**config.mk**
```make
export PLATFORM = sky130hd
export DESIGN_NAME = trap_unit
export DESIGN_NICKNAME = d
export VERILOG_FILES = /design/src/rtl/trap_unit.sv
export SDC_FILE = /design/constraint.sdc
export NUM_CORES = 1
export LEC_CHECK = 0
export ABC_AREA = 1
export BUFFER_PORTS_ARGS = -buffer_cell sky130_fd_sc_hd__buf_4
export CAP_MARGIN = 10
export CORE_UTILIZATION = 45
export CTS_CLUSTER_DIAMETER = 100
export DETAILED_ROUTE_END_ITERATION = 12
export GPL_TIMING_DRIVEN = 0
export PLACE_DENSITY = 0.67
export SLEW_MARGIN = 20
export SYNTH_ARGS = -nofsm -noshare
export SYNTH_HDL_FRONTEND = slang
export SYNTH_SLANG_ARGS = --single-unit
```
**constraint.sdc**
```tcl
create_clock -name clk -period 3.3 [get_ports clk]
set_input_delay 0.33 -clock clk [delete_from_list [all_inputs] [get_ports clk]]
set_output_delay 0.33 -clock clk [all_outputs]
set_load 0.05 [all_outputs]
```
**src/rtl/trap_unit.sv**
```systemverilog
// Machine-mode trap controller: owns the M-mode CSRs and sequences trap entry
// and mret through IDLE -> TRAP/RET -> IDLE, with a redirect issued in TRAP/RET.
`timescale 1ns/1ps
module trap_unit #(
  parameter int unsigned NUM_IRQ     = 4,
  parameter logic [31:0] RESET_MTVEC = 32'h0000_0000
) (
  input  logic               clk,
  input  logic               rst,
  input  logic               csr_rw,
  input  logic [1:0]         csr_wsc_mode,
  input  logic [11:0]        csr_addr,
  input  logic [31:0]        csr_wdata,
  output logic [31:0]        csr_rdata,
  input  logic [NUM_IRQ-1:0] irq_in,
  input  logic               illegal_inst,
  input  logic               ecall_m,
  input  logic               l_access_fault,
  input  logic               s_access_fault,
  input  logic               mret,
  input  logic [31:0]        fault_addr,
  input  logic [31:0]        inst_bits,
  input  logic [31:0]        epc_cur,
  input  logic [31:0]        epc_next,
  output logic [31:0]        pc_redirect,
  output logic               redirect_valid,
  output logic               flush_fd,
  output logic               flush_de,
  output logic               flush_em,
  output logic               flush_mw,
  output logic               regwrite_cancel,
  output logic               trap_busy
);
  localparam int unsigned IRQ_BASE = 16;
  localparam logic [31:0] MIE_MASK = 32'(((64'd1 << NUM_IRQ) - 64'd1) << IRQ_BASE);

  typedef enum logic [1:0] {S_IDLE, S_TRAP, S_RET} state_t;

  state_t      r_state;
  logic        r_mstatus_mie;
  logic        r_mstatus_mpie;
  logic [31:0] r_mie;
  logic [31:0] r_mtvec;
  logic [31:0] r_mscratch;
  logic [31:0] r_mepc;
  logic [31:0] r_mcause;
  logic [31:0] r_mtval;
  logic        r_redirect_valid;
  logic [31:0] r_pc_redirect;

  logic               w_idle;
  logic               w_exc;
  logic [NUM_IRQ-1:0] w_irq_pend;
  logic               w_irq_hit;
  logic [4:0]         w_irq_code;
  logic               w_take_exc;
  logic               w_take_irq;
  logic               w_take_trap;
  logic               w_take_ret;
  logic [31:0]        w_cause;
  logic [31:0]        w_tval;
  logic [31:0]        w_trap_target;
  logic [31:0]        w_mstatus;
  logic [31:0]        w_mip;
  logic [31:0]        w_csr_new;
  logic               w_csr_we;
  logic               w_flush;

  assign w_idle     = (r_state == S_IDLE);
  assign w_exc      = illegal_inst | ecall_m | l_access_fault | s_access_fault;
  assign w_irq_pend = r_mie[IRQ_BASE +: NUM_IRQ] & irq_in & {NUM_IRQ{r_mstatus_mie}};

  // Lowest-numbered pending line wins.
  always_comb begin
    w_irq_hit  = 1'b0;
    w_irq_code = '0;
    for (int i = 0; i < int'(NUM_IRQ); i++) begin
      if (w_irq_pend[i] && !w_irq_hit) begin
        w_irq_hit  = 1'b1;
        w_irq_code = 5'(int'(IRQ_BASE) + i);
      end
    end
  end

  assign w_take_exc  = w_idle & w_exc;
  assign w_take_ret  = w_idle & ~w_exc & mret;
  assign w_take_irq  = w_idle & ~w_exc & ~mret & w_irq_hit;
  assign w_take_trap = w_take_exc | w_take_irq;

  always_comb begin
    w_cause = {1'b1, 26'd0, w_irq_code};
    w_tval  = '0;
    if (illegal_inst) begin
      w_cause = 32'd2;
      w_tval  = inst_bits;
    end else if (ecall_m) begin
      w_cause = 32'd11;
    end else if (l_access_fault) begin
      w_cause = 32'd5;
      w_tval  = fault_addr;
    end else if (s_access_fault) begin
      w_cause = 32'd7;
      w_tval  = fault_addr;
    end
  end

  // Vectored offset only for interrupts; mtvec mode 1x falls back to direct.
  assign w_trap_target = {r_mtvec[31:2], 2'b00} +
                         ((w_take_irq && r_mtvec[1:0] == 2'b01) ? 32'({w_irq_code, 2'b00}) : 32'd0);

  assign w_mstatus = {19'd0, 2'b11, 3'd0, r_mstatus_mpie, 3'd0, r_mstatus_mie, 3'd0};
  assign w_mip     = 32'(irq_in) << IRQ_BASE;

  always_comb begin
    case (csr_addr)
      12'h300: csr_rdata = w_mstatus;
      12'h304: csr_rdata = r_mie;
      12'h305: csr_rdata = r_mtvec;
      12'h340: csr_rdata = r_mscratch;
      12'h341: csr_rdata = r_mepc;
      12'h342: csr_rdata = r_mcause;
      12'h343: csr_rdata = r_mtval;
      12'h344: csr_rdata = w_mip;
      default: csr_rdata = '0;
    endcase
  end

  always_comb begin
    case (csr_wsc_mode)
      2'b01:   w_csr_new = csr_wdata;
      2'b10:   w_csr_new = csr_rdata | csr_wdata;
      2'b11:   w_csr_new = csr_rdata & ~csr_wdata;
      default: w_csr_new = csr_rdata;
    endcase
  end

  assign w_csr_we = w_idle & csr_rw & (csr_wsc_mode != 2'b00) & ~w_take_trap & ~w_take_ret;

  always_ff @(posedge clk) begin
    if (rst) begin
      r_state          <= S_IDLE;
      r_mstatus_mie    <= 1'b0;
      r_mstatus_mpie   <= 1'b0;
      r_mie            <= '0;
      r_mtvec          <= RESET_MTVEC;
      r_mscratch       <= '0;
      r_mepc           <= '0;
      r_mcause         <= '0;
      r_mtval          <= '0;
      r_redirect_valid <= 1'b0;
      r_pc_redirect    <= '0;
    end else begin
      r_redirect_valid <= 1'b0;
      r_pc_redirect    <= '0;
      case (r_state)
        S_IDLE: begin
          if (w_take_trap) begin
            r_state          <= S_TRAP;
            r_mepc           <= (w_take_exc ? epc_cur : epc_next) & ~32'd3;
            r_mcause         <= w_cause;
            r_mtval          <= w_tval;
            r_mstatus_mpie   <= r_mstatus_mie;
            r_mstatus_mie    <= 1'b0;
            r_redirect_valid <= 1'b1;
            r_pc_redirect    <= w_trap_target;
          end else if (w_take_ret) begin
            r_state          <= S_RET;
            r_mstatus_mie    <= r_mstatus_mpie;
            r_mstatus_mpie   <= 1'b1;
            r_redirect_valid <= 1'b1;
            r_pc_redirect    <= r_mepc;
          end else if (w_csr_we) begin
            case (csr_addr)
              12'h300: begin
                r_mstatus_mie  <= w_csr_new[3];
                r_mstatus_mpie <= w_csr_new[7];
              end
              12'h304: r_mie      <= w_csr_new & MIE_MASK;
              12'h305: r_mtvec    <= w_csr_new;
              12'h340: r_mscratch <= w_csr_new;
              12'h341: r_mepc     <= w_csr_new & ~32'd3;
              12'h342: r_mcause   <= w_csr_new;
              12'h343: r_mtval    <= w_csr_new;
              default: ;
            endcase
          end
        end
        S_TRAP:  r_state <= S_IDLE;
        S_RET:   r_state <= S_IDLE;
        default: r_state <= S_IDLE;
      endcase
    end
  end

  assign w_flush         = w_take_trap | w_take_ret | ~w_idle;
  assign flush_fd        = w_flush;
  assign flush_de        = w_flush;
  assign flush_em        = w_flush;
  assign flush_mw        = w_flush;
  assign regwrite_cancel = w_take_exc;
  assign trap_busy       = ~w_idle;
  assign redirect_valid  = r_redirect_valid;
  assign pc_redirect     = r_pc_redirect;
endmodule

```
# Word-level counts from Yosys, hierarchy flattened
# Index checks and enable logic that the tools add are counted.
# totals
elab_cells,122
regBits,201
inputBits,186
output_inout_bits,71
# op_classes
n_bitwise,25
add_sub_neg,1
eq_ne,13
reduce_logical,25
mux,46
# op_table
op,n
two-way mux 32 bit,23
case mux 32 bit (8 select lines),1
equality test 12 x 10 -> 1 bit (second input constant),8
case mux 32 bit (3 select lines),1
adder 32 x 7 -> 32 bit,1
AND 32 bit,1
NOT 32 bit,1
OR 32 bit,1
two-way mux 5 bit,4
two-way mux 1 bit,16
AND reduction 5 bit,3
AND reduction 4 bit,3
nonzero test 2 bit,6
AND 1 bit,9
AND 4 bit,2
two-way mux 7 bit,1
OR 1 bit,6
nonzero test 3 bit,2
NOT 1 bit,5
equality test 2 x 1 -> 1 bit (second input constant),2
equality test 2 bit (second input constant),2
logical AND 1 bit,4
zero test 1 bit,3
AND reduction 3 bit,1
4 further kinds,4

# Longest topological paths before layout
# Gate-level depths: netlist of the first run.
# depth
word_depth,20
ltp_mapped,20
ltp_nobuf,19

# Worst setup path after synthesis of the first run
# OpenSTA, ideal clock, no wires.
# synth_path
path_type,in2reg
startpoint,in illegal_inst
endpoint,reg r_pc_redirect[20] (netlist: pc_redirect[20])
n_path_buf,2
required_ns,3.177
stages,20
slack_ns,0.400
setup_ns,0.123
arrival_time_ns,2.778
cell_sequence,buf_2 -> nor2_4 -> nand3_2 -> inv_1 -> nand2_4 -> clkbuf_1 -> nor3_1 -> inv_1 -> nor2_1 -> ha_1 -> fa_1 -> nand3_1 -> inv_1 -> a21oi_1 -> nor2_1 -> nand3_1 -> nor2_1 -> nand2_1 -> o21ai_0 -> o21ai_0
# synth_via
elab_chain_cells,11
# synth_rtl
element,line,rtl
from (decl),16,"input logic illegal_inst,"
OR 1 bit (*) (3 in a row),70,assign w_exc = illegal_inst | ecall_m | l_access_fault | s_access_fault;
NOT 1 bit,"86, 87",
AND 1 bit,"86, 87",
AND 1 bit (2 in a row),87,assign w_take_irq = w_idle & ~w_exc & ~mret & w_irq_hit;
logical AND 1 bit,109,"((w_take_irq && r_mtvec[1:0] == 2'b01) ? 32'({w_irq_code, 2'b00}) : 32'd0);"
two-way mux 7 bit,109,
adder 32 x 7 -> 32 bit,108,"assign w_trap_target = {r_mtvec[31:2], 2'b00} +"
two-way mux 32 bit (*),157,if (w_take_trap) begin
to (signal assigned),165,r_pc_redirect <= w_trap_target;
to (signal assigned),171,r_pc_redirect <= r_mepc;
to (decl),49,logic [31:0] r_pc_redirect;
# Every way passes the cells marked *; elsewhere a longest branch is shown, timed or not.
# A chain may end at the register's enable or synchronous reset.

# Final worst setup path of the first run
# layout_path
startpoint,reg r_mie[18]
endpoint,out flush_em
# layout_via
elab_chain_cells,11
# layout_rtl
element,line,rtl
from (decl),42,logic [31:0] r_mie;
from (signal assigned),178,12'h304: r_mie <= w_csr_new & MIE_MASK;
AND 4 bit (*) (2 in a row),71,assign w_irq_pend = r_mie[IRQ_BASE +: NUM_IRQ] & irq_in & {NUM_IRQ{r_mstatus_mie}};
logical AND 1 bit (*),78,if (w_irq_pend[i] && !w_irq_hit) begin
two-way mux 1 bit (*),78,
zero test 1 bit,78,
logical AND 1 bit,78,
two-way mux 1 bit (*),78,
AND 1 bit (*),87,
OR 1 bit (*),88,assign w_take_trap = w_take_exc | w_take_irq;
OR 1 bit (*) (2 in a row),195,assign w_flush = w_take_trap | w_take_ret | ~w_idle;
to (decl),29,"output logic flush_em,"
# Marks and branches as above.

==> results of run 1 <==
==> layout make-up <==
| class | count | area (um2) |
|---|---|---|
| flip-flops and latches | 197 | 3950 |
| multi-input cells | 1511 | 7170 |
| clock buffers | 18 | 429 |
| repair buffers | 252 | 1890 |
| inverters | 326 | 1220 |
| fillers | 2790 | 12100 |
| clock inverters | 14 | 166 |
| well taps | 378 | 473 |
| plain buffers | 132 | 651 |
==> Yosys cell counts (2+ instances only) <==
cell	count
ha_1	3
a211oi_1	2
buf_2	37
inv_2	8
nor2_1	188
buf_6	9
o21ai_0	202
nor3_4	2
dfxtp_1	197
o22ai_1	61
nor4_1	4
o221ai_1	7
nand3_2	2
nor2_2	5
nor2_8	2
nand2_1	513
o21ai_1	29
nor2_4	6
xor2_1	15
inv_1	317
nor3_1	15
buf_1	8
nand3_1	197
nand4_1	12
a21oi_1	221
nand2_2	8
buf_4	11
nand2_4	3
clkbuf_1	68
==> timing repair <==
action                     4_1_cts  5_1_grt
setup endpoints to repair       29       20
setup buffers                    0        4
gates resized for setup         14        8
gates cloned                     0        0
pin swaps                        0        3
==> flip-flops by register name (all words and copies together), names as in the netlist <==
signal	cells
pc_redirect	30
r_mstatus_mie	1
r_mtval	32
r_mtvec	32
r_mscratch	32
r_state	2
redirect_valid	1
r_mie	4
r_mcause	32
r_mstatus_mpie	1
r_mepc	30
==> worst register-to-register path, cell delays in order, from the launching register on <==
cell and delay (ps):
dfxtp_1 360, nand3_1 180, nand2_1 120, nor2_4 240, nor2_2 80, nand2_4 170
nor3_4 70, inv_1 70, nor2_1 40, ha_1 220, fa_1 410, nand3_1 170
inv_2 80, a21oi_4 240, nor2_1 110, nand4_1 200, xor2_1 180, nand2_1 80
a21oi_1 120
==> power breakdown <==
group          leakage (nW)  total (mW)  switching, mW  internal, mW
Clock                 0.290        2.22           1.14          1.09
Sequential             1.61        2.71          0.163          2.55
Combinational          5.79        1.56           1.07         0.490
Total                  7.69        6.50           2.37          4.13
==> how the worst max path moves through the flow <==
stage,from,to,cells past startpoint
3_5_place_dp,r_state[0]$_SDFFE_PP0P_,pc_redirect[28]$_SDFF_PP0_,19
3_3_place_gp,r_state[0]$_SDFFE_PP0P_,pc_redirect[28]$_SDFF_PP0_,18
4_1_cts,csr_addr[3],csr_rdata[6],11
2_1_floorplan,illegal_inst,pc_redirect[20]$_SDFF_PP0_,20
6_report,r_mie[18]$_SDFFE_PP0P_,flush_em,11
5_1_grt,r_mstatus_mie$_SDFFE_PP0P_,pc_redirect[24]$_SDFF_PP0_,18
==> routing by layer <==
metal / track usage (%) / up-vias / routed length, um
met5: 0 / - / 10
met1: 58.6 / 7219 / 25700
li1: - / 7520 / -
met3: 13.8 / 97 / 9600
met4: 13.7 / 2 / 1890
met2: 63.7 / 1254 / 26000
==> cell families (layout without fill, tap and decap cells) <==
logic type	after synthesis	count (layout)	share of synthesized area, %
and+or+nand+nor	959	959	31.6
AOI/OAI and AO/OA	530	530	21.8
buffers and inverters	459	742	14.5
DFF	197	197	30.5
xor gates and xnor gates	16	16	1.09
adders and majority gates	4	4	0.446
other	1	2	0.0290
==> impl_results.md, run 1 <==
* Status: finished clean
* Crit path arrival time at 2880 ps
* Syn Std Cell Area at around 13000 um2
* Slowest stage cell, crit path: dfxtp_1
* Asr flop ratio synth at 0%
* Clock Tree Buf Depth at 2
* Initial DRC count at 2590
* Largest net degree at the start of global routing at 20
* Cell Pwr Density at ~410 nW/um2
* Clock transition at path regs at 90 ps
* Worst path most repeated cell: buf_4
* Yosys top cell area share at between 30% and 40%
* Rel. slew slack at a little over two fifths
* Number of synthesized flops with an enable pin at 0
* Endpoint class of the critical path: primary output
* Commonest cells after routing, fill and taps aside: nand2_1, inv_1, buf_4
* CP max stage delay at about 360 ps
* Crit path max-delay family: simple AND/OR/NAND/NOR gates
* Min Tclk post-route at 3210 ps
* Seq/Total Area, Yosys at between 30 and 40%
* IO Count at around 260
* CTS Sinks at just under 200
* Area leader, netlist: dfxtp_1
* Hold Path Origin: fault_addr[30]
* FP Rows at 61
* CP Cell Sequence: nand3_1 > nand2_1 > nor2_4 > nor2_2 > nand2_4 > buf_4 > nand3_2 > inv_1 > nand2_1 > buf_4 > buf_4
* RR Endpoint: pc_redirect[24]$_SDFF_PP0_
* Tcrit/Tclk final at 97.4%
* Crit Reg-Reg Startpoint: r_mie[18]$_SDFFE_PP0P_
* Area delta synth->final at 23.6%
* H-tree depth at 4
* Wire length of the first global-routing pass at about 91000 um
* HPWL Detailed at ~51000 um
* Tot Pwr at ~6.5 mW
* Final Skew at 20.3 ps
* Ranking of synthesized cells by area: dfxtp_1, nand2_1, inv_1, a21oi_1, o21ai_0
* Setup TNS at 0 ps
* Fin. Hold Viols at 0
* Warnings, synthesis at 0
* Buf+Inv Stages, Crit Path at 4
* CP Max Fanout at 7
* Max-cap viol count at 0
* Global placer's final weighted congestion at 1.06
* GRT Overall Usage at approximately 43%
* Routed Wire Length at around 63000 um
* DRC at 0
* Core Footprint at about 28000 um2
* Inst Count DP at ~2800
* WHS Endpoint: r_mtval[30]$_SDFFE_PP0P_
* Root Driver: clkbuf_16
* Final Max Tran Viols at 0
* DR vias at 16100
* Cts hold-fix bufs at 0
* Post-synthesis cell type count at 43
* Final instance area at 16000 um2
* Dpl cell area at around 15000 um2
* CP Class: reg -> out
* Reg2Reg Setup Slack at around 100 ps
* Worst endpoint required time at between 2000 and 3000 ps
* Worst hold slack at 261 ps
* Fin util at between 50% and 60%
* R2r worst-path depth at 18
* Worst hold path stage count at 5
* Actual slew at the worst max-slew pin at between 800 and 900 ps
* Startpoint types: register
* RSZ-0062 raised after global routing: true
* Non-filler cells, final at between 2000 and 3000
* Peak Freq at just over 0.3 GHz
* Initial Util at 46.1%
* Routed wire per std cell at 22.4 um
* ANT nets after route at 0
* Grt total ovfl at 0
* Antenna violations before repair at 1
* CTS Buf Count at 17
* N_diodes at 0
* Synth Instances at ~2200
* DRT Pass-1 Iters at 6
* # nets final at 2627
* Leak pwr at about 7.7 nW
* Commonest non-fill, non-tap cell in the layout: nand2_1
* Vias in the first global route at roughly 14000
* Synth Flop Type: dfxtp_1
* VDD IR max at between 0.0003 and 0.0004 V
* FF+latch count, synth at about 200
* Die area at between 20000 and 30000 um2
* Die height at between 150 and 200 um
* Die X-Extent at ~170 um
* Hold Crit Class: in -> reg
* Setup-failing EPs final at 0
* Share of post-route cells with drive strength above 1 at between 15 and 20%
* Later-pin clock latency in the skew report at 460 ps
* Syn avg cell area at between 5 and 6 um2
* Vias/cell at 5.69
* Place WS at -1070 ps
* Fin worst setup slack at 86.0 ps
* Port Buf Inserts at about 250
* CTS tree: built
Note: power is estimated with default switching activity, not from simulation.
==> run 2, diff against run 1 <==
==> constraint.sdc (replaced) <==
create_clock -name clk -period 3.3 [get_ports clk]
set_input_delay 0.33 -clock clk [delete_from_list [all_inputs] [get_ports clk]]
set_output_delay 0.33 -clock clk [all_outputs]
set_load 0.1 [all_outputs]
==> run 2 against run 1 <==
  * Sequential share of layout area decreased by 0.11 points
  * Global-route usage about the same
  * Sequential power about the same
  * Final cell count increased by 0.11%
  * Non-clock buffer count increased by 3
  * The flow now finishes with violations (setup timing)
  * First-iteration DRC count decreased by 2.4%
  * Register-to-register slack improved by 40 ps
  * Core utilization increased by 0.27 points
  * Flip-flop and latch count unchanged
  * Highest routed layer unchanged
  * Combinational power increased by 4%
  * Cell area increased by 0.47%
==> impl_results.md, run 2 (synthesis gave the netlist of run 1 again) <==
* Switching Fraction at 36.9% (+0.43 points)
* Largest net degree at the start of global routing at 20 (unchanged)
* HPWL Detailed at 51300 um (unchanged)
* Clock Tree Buf Depth at 2 (unchanged)
* Die area at 29400 um2 (unchanged)
* Buf+Inv Stages, Crit Path at 5 (+1)
* Initial DRC count at 2527 (-2.4%)
* Share of post-route cells with drive strength above 1 at 16.7% (+0.59 points)
* Final Skew at 18.5 ps (-1.89 ps)
* CTS tree: built
* Routed Wire Length at 63200 um (-0.18%)
* Die X-Extent at 171 um (unchanged)
* Min Tclk post-route at 3310 ps (+101 ps)
* Core Footprint at 28000 um2 (unchanged)
* Failing checks: setup timing
* DRC at 0 (unchanged)
* Wire length of the first global-routing pass at 90900 um (about the same)
* Endpoint class of the critical path: primary output
* Tot Pwr at 6.55 mW (+0.75%)
* CP max stage delay at 360 ps (about the same)
* H-tree depth at 4 (unchanged)
* CP Class: in -> out
* CTS Sinks at 197 (unchanged)
* Vias in the first global route at 14400 (+0.21%)
* Sequential Power Share at 41.4% (-0.3 points)
* Status: complete, but fails checks
* P_sw at 2.42 mW (+1.9%)
* Commonest non-fill, non-tap cell in the layout: nand2_1
* CP Cell Sequence: buf_4 > nor2_2 > nand2_1 > nor2_1 > buf_2 > nand2_2 > clkinv_2 > buf_2 > a21oi_1 > a21oi_1 > buf_4
* Crit path arrival time at 2980 ps (+100 ps)
* Tcrit/Tclk final at 100% (+3.0 points)
* FP Rows at 61 (unchanged)
* Reg2Reg Setup Slack at 140 ps (+40 ps)
* Setup-failing EPs final at 1 (+1)
* Later-pin clock latency in the skew report at 450 ps (about the same)
* ANT nets after route at 0 (unchanged)
* Initial Util at 46.1% (unchanged)
* Commonest cells after routing, fill and taps aside: nand2_1, inv_1, buf_4
* Fin. Hold Viols at 0 (unchanged)
* Area delta synth->final at 24.1%
* Antenna violations before repair at 1 (unchanged)
* Worst hold slack at 261 ps (-0.604 ps)
* Rel. slew slack at 42.7% (-0.55 points)
* Internal Dissipation at 4.13 mW (about the same)
* Leak pwr at 7.70 nW (+0.21%)
* N_diodes at 0 (unchanged)
* Grt total ovfl at 0 (unchanged)
* Clock transition at path regs at 90 ps (about the same)
* Worst endpoint required time at 2970 ps (about the same)
* Cell Pwr Density at 408 nW/um2 (+0.28%)
* Power share of the clock group at 33.8% (-0.4 points)
* Root Driver: clkbuf_16
* Final Max Tran Viols at 0 (unchanged)
* Fin worst setup slack at -14.6 ps (-101 ps)
* GRT Overall Usage at 43.0% (+0.047 points)
* Crit path max-delay family: buffers and inverters
* Global placer's final weighted congestion at 1.06 (unchanged)
* Die height at 171 um (unchanged)
* Routed wire per std cell at 22.3 um (-0.28%)
* Peak Freq at 0.302 GHz (-3.0%)
* Vias/cell at 5.71 (+0.32%)
* CP Max Fanout at 10 (+3)
* IO Count at 257 (unchanged)
* Max-cap viol count at 0 (unchanged)
* Slowest stage cell, crit path: buf_2
* DR vias at 16200 (+0.42%)
* Comb pwr share at 24.8% (+0.8 points)
* DRT Pass-1 Iters at 8 (+2)
* Startpoint types: primary input
* Actual slew at the worst max-slew pin at 860 ps (+8.18 ps)
* Hold Crit Class: in -> reg
* CTS Buf Count at 17 (unchanged)
* Port Buf Inserts at 248 (unchanged)
* VDD IR max at 0.000377 V (-0.42%)
* # nets final at 2630 (+0.11%)
-- run 2: cell types whose count changed in the layout (fill, tap and decap cells not counted), sizes merged --
| cell | previous run | this run |
|---|---|---|
| buf | 317 | 320 |
-- run 2: routing by layer --
metal	part of all wire [%]	vias up	GRT usage, %	wire [um]
li1	-	7526	-	-
met1	40	7194	58.9	25400
met2	41	1327	63.4	26000
met3	15	111	13.6	9780
met4	3.2	2	14.2	1990
met5	0.016	-	0	10
-- run 2: power groups by stage --
stage                     logic, mW  clock network [mW]  registers [mW]
after floorplan               0.911                   0            2.70
after global placement         1.51                   0            2.74
after detailed placement       1.54                   0            2.75
after CTS                      1.55                2.19            2.69
after global routing           1.73                2.29            2.72
final                          1.62                2.21            2.71
-- run 2: through the flow --
step           util [%]  worst slack [ps]  instances  cell area, um2  setup TNS, ps
4_1_cts            56.9              29.2       2826           15900              0
3_5_place_dp       54.4             -1070       2793           15300         -13490
6_report           57.2             -14.6       2831           16000          -14.6
2_1_floorplan         -              31.2       2167           12900              0
3_3_place_gp       54.4              -972       2793           15300         -12240
5_1_grt            57.2             -24.2       2831           16000          -75.2
-- run 2: worst paths after layout --
path                               from                         end  cells after the start
max                         csr_addr[3]                csr_rdata[6]                     11
min reg2reg   r_mcause[15]$_SDFFE_PP0P_   r_mcause[15]$_SDFFE_PP0P_                      2
max reg2reg  r_mstatus_mie$_SDFFE_PP0P_  pc_redirect[20]$_SDFF_PP0_                     20
min                      fault_addr[30]    r_mtval[30]$_SDFFE_PP0P_                      5
-- run 2: final cells by class --
type,instances,area [um2]
fill,2787,12000
multi-input combinational,1511,7220
sequential,197,3950
timing repair buffer,254,1910
inverter,326,1220
buffer,133,666
tap,378,473
clock buffer,18,429
clock inverter,14,166
-- run 2: timing repair --
item / 4_1_cts / 5_1_grt
hold buffers: 0 / 0
gates resized for setup: 22 / 17
setup buffers: 1 / 5
gates cloned: 0 / 0
pin swaps: 2 / 5
endpoints found under the setup margin: 39 / 22
-- run 2: worst register-to-register path, stage by stage (launching register included) --
cell     delay, ps
dfxtp_4        410
nand3_1        140
nand2_2        130
nor2_4          80
nor2_2         130
nand2_4        110
buf_8          170
nor3_4         150
inv_1           90
nor2_1         100
ha_2           200
fa_2           230
nand3_2        120
inv_2          120
a21oi_4         90
nor2_4         170
nand3_1        110
nor2_2         160
nand2_1        100
o21ai_0        140
o21ai_0        100
==> run 3, diff against run 2 <==
--- a/config.mk
+++ b/config.mk
@@ -8,11 +8,11 @@
 export ABC_AREA = 1
 export BUFFER_PORTS_ARGS = -buffer_cell sky130_fd_sc_hd__buf_4
 export CAP_MARGIN = 10
-export CORE_UTILIZATION = 45
+export CORE_UTILIZATION = 35
+export CTS_BUF_LIST = sky130_fd_sc_hd__clkbuf_16
 export CTS_CLUSTER_DIAMETER = 100
 export DETAILED_ROUTE_END_ITERATION = 12
 export GPL_TIMING_DRIVEN = 0
-export PLACE_DENSITY = 0.67
 export SLEW_MARGIN = 20
 export SYNTH_ARGS = -nofsm -noshare
 export SYNTH_HDL_FRONTEND = slang
==> run 3 against run 2 <==
  * The flow now finishes without violations
  * Critical endpoint is now csr_rdata[8]
  * Worst setup slack improved by 65 ps
  * Largest cell class unchanged
  * First-iteration DRC count is 19% lower
  * Clock power barely moved
  * Highest routed layer is now met4
  * Via count fell by 1.1%
  * Critical path type unchanged
  * Sequential power about the same
  * Register-to-register slack worse by 70 ps
==> impl_results.md, run 3 (synthesis gave the netlist of run 1 again) <==
* Clock transition at path regs at 80 ps (about the same)
* Cts hold-fix bufs at 0 (unchanged)
* H-tree depth at 4 (unchanged)
* Fin worst setup slack at 50.8 ps (+65.4 ps)
* Non-filler cells, final at 2914 (+2.9%)
* Crit path arrival time at 2920 ps (-60 ps)
* Grt total ovfl at 0 (unchanged)
* CP Max Fanout at 10 (unchanged)
* Cell Pwr Density at 405 nW/um2 (-0.73%)
* Port Buf Inserts at 248 (unchanged)
* Endpoint class of the critical path: primary output
* CP Class: in -> out
* CP Cell Sequence: buf_4 > inv_1 > nand2_1 > nor3_1 > clkbuf_1 > nand2_1 > nand4_1 > nor2_1 > clkbuf_1 > a21oi_1 > buf_4
* Tcrit/Tclk final at 98.5% (-2.0 points)
* DRT Pass-1 Iters at 6 (-2)
* Setup-failing EPs final at 0 (-1)
* DRC at 0 (unchanged)
* HPWL Detailed at 56600 um (+10%)
* Clock Tree Buf Depth at 2 (unchanged)
* Die area at 37700 um2 (+28%)
* Die X-Extent at 194 um (+13%)
* Peak Freq at 0.308 GHz (+2.0%)
* Max-cap viol count at 0 (unchanged)
* Later-pin clock latency in the skew report at 480 ps (+30 ps)
* Slowest stage cell, crit path: clkbuf_1
* IO Count at 257 (unchanged)
* Inst Count DP at 2876 (+3.0%)
* Commonest cells after routing, fill and taps aside: nand2_1, inv_1, buf_4
* Initial DRC count at 2059 (-19%)
* Final Skew at 16.8 ps (-1.61 ps)
* Routed wire per std cell at 23.7 um (+6.0%)
* Leak pwr at 7.69 nW (-0.14%)
* Antenna violations before repair at 1 (unchanged)
* Place WS at -1190 ps (-121 ps)
* Hold Crit Class: in -> reg
* CTS tree: built
* Min Tclk post-route at 3250 ps (-65.4 ps)
* Global placer's final weighted congestion at 1.01 (-4.6%)
* Vias/cell at 5.48 (-4.0%)
* FP Rows at 69 (+13%)
* N_diodes at 0 (unchanged)
* DR vias at 16000 (-1.1%)
* GRT Overall Usage at 35.7% (-7.3 points)
* Fin. Hold Viols at 0 (unchanged)
* Initial Util at 36.0% (-10 points)
* Final Max Tran Viols at 0 (unchanged)
* VDD IR max at 0.000339 V (-10%)
* Worst endpoint required time at 2970 ps (about the same)
* Routed Wire Length at 68900 um (+9.1%)
* CP max stage delay at 540 ps (+180 ps)
* Area delta synth->final at 25.1%
* ANT nets after route at 0 (unchanged)
* Startpoint types: primary input
* Status: finished clean
* Actual slew at the worst max-slew pin at 907 ps (+47.5 ps)
* Die height at 194 um (+13%)
* CTS Buf Count at 17 (unchanged)
* Commonest non-fill, non-tap cell in the layout: nand2_1
* Largest net degree at the start of global routing at 18 (-10%)
* # nets final at 2630 (unchanged)
* Root Driver: clkbuf_16
* Core Footprint at 35900 um2 (+28%)
* Vias in the first global route at 14300 (-0.94%)
* Wire length of the first global-routing pass at 97600 um (+7.4%)
* Rel. slew slack at 39.5% (-3.2 points)
* CTS Sinks at 197 (unchanged)
* Share of post-route cells with drive strength above 1 at 16.8% (+0.12 points)
[run 3: final timing paths]
kind	from	end	slack (ps)	cells past startpoint
worst max-delay path	csr_addr[3]	csr_rdata[8]	50	11
worst max register to register	r_mstatus_mie$_SDFFE_PP0P_	pc_redirect[26]$_SDFF_PP0_	70	19
worst min register to register	r_mepc[28]$_SDFFE_PP0P_	pc_redirect[28]$_SDFF_PP0_	500	2
worst min-delay path	epc_cur[18]	r_mepc[18]$_SDFFE_PP0P_	230	5
[run 3: what timing repair did]
item / in CTS / in global routing
resized for setup: 27 / 22
pin swaps: 0 / 7
setup endpoints to repair: 42 / 18
setup buffers: 0 / 6
[run 3: worst max-delay path, delay by kind of cell]
kind,cells,cell delay (ps)
and+or+nand+nor,5,850
AOI/OAI and AO/OA,1,390
buffers and inverters,5,1340
[run 3: where the power goes]
part | switching, mW | total [mW] | internal (mW)
Combinational | 1.17 | 1.66 | 0.495
Sequential | 0.159 | 2.71 | 2.55
Clock | 1.06 | 2.18 | 1.12
Total | 2.38 | 6.55 | 4.16
[run 3: area by class of cell]
cell class                      count  area [um2]
Buffer                            133         667
Clock buffer                       17         425
Clock inverter                     15         153
Fill cell                        3930       19800
Inverter                          326        1230
Multi-Input combinational cell   1511        7240
Sequential cell                   197        3950
Tap cell                          461         577
Timing Repair Buffer              254        1910
[run 3: stage by stage]
stage	total power, mW	hold slack (ps)	util [%]	setup TNS, ps	area (um2)
global route	6.75	272	45.0	-13.0	16200
detailed placement	4.34	489	42.8	-16620	15400
CTS	6.47	237	44.7	0	16000
floorplan	3.61	443	-	0	12900
global placement	4.33	488	42.8	-16040	15400
finish	6.55	229	45.0	0	16200
[run 3: layer usage]
metal  vias to the layer above  wire length (um)  share of wire (%)  GRT usage [%]
met3                        86              7810                 11           7.24
met1                      7354             31200                 45           52.5
met4                         0              1790                2.6           10.6
met2                      1015             28100                 41           51.7
li1                       7520                 -                  -              -
met5                         -                 0                  0              0
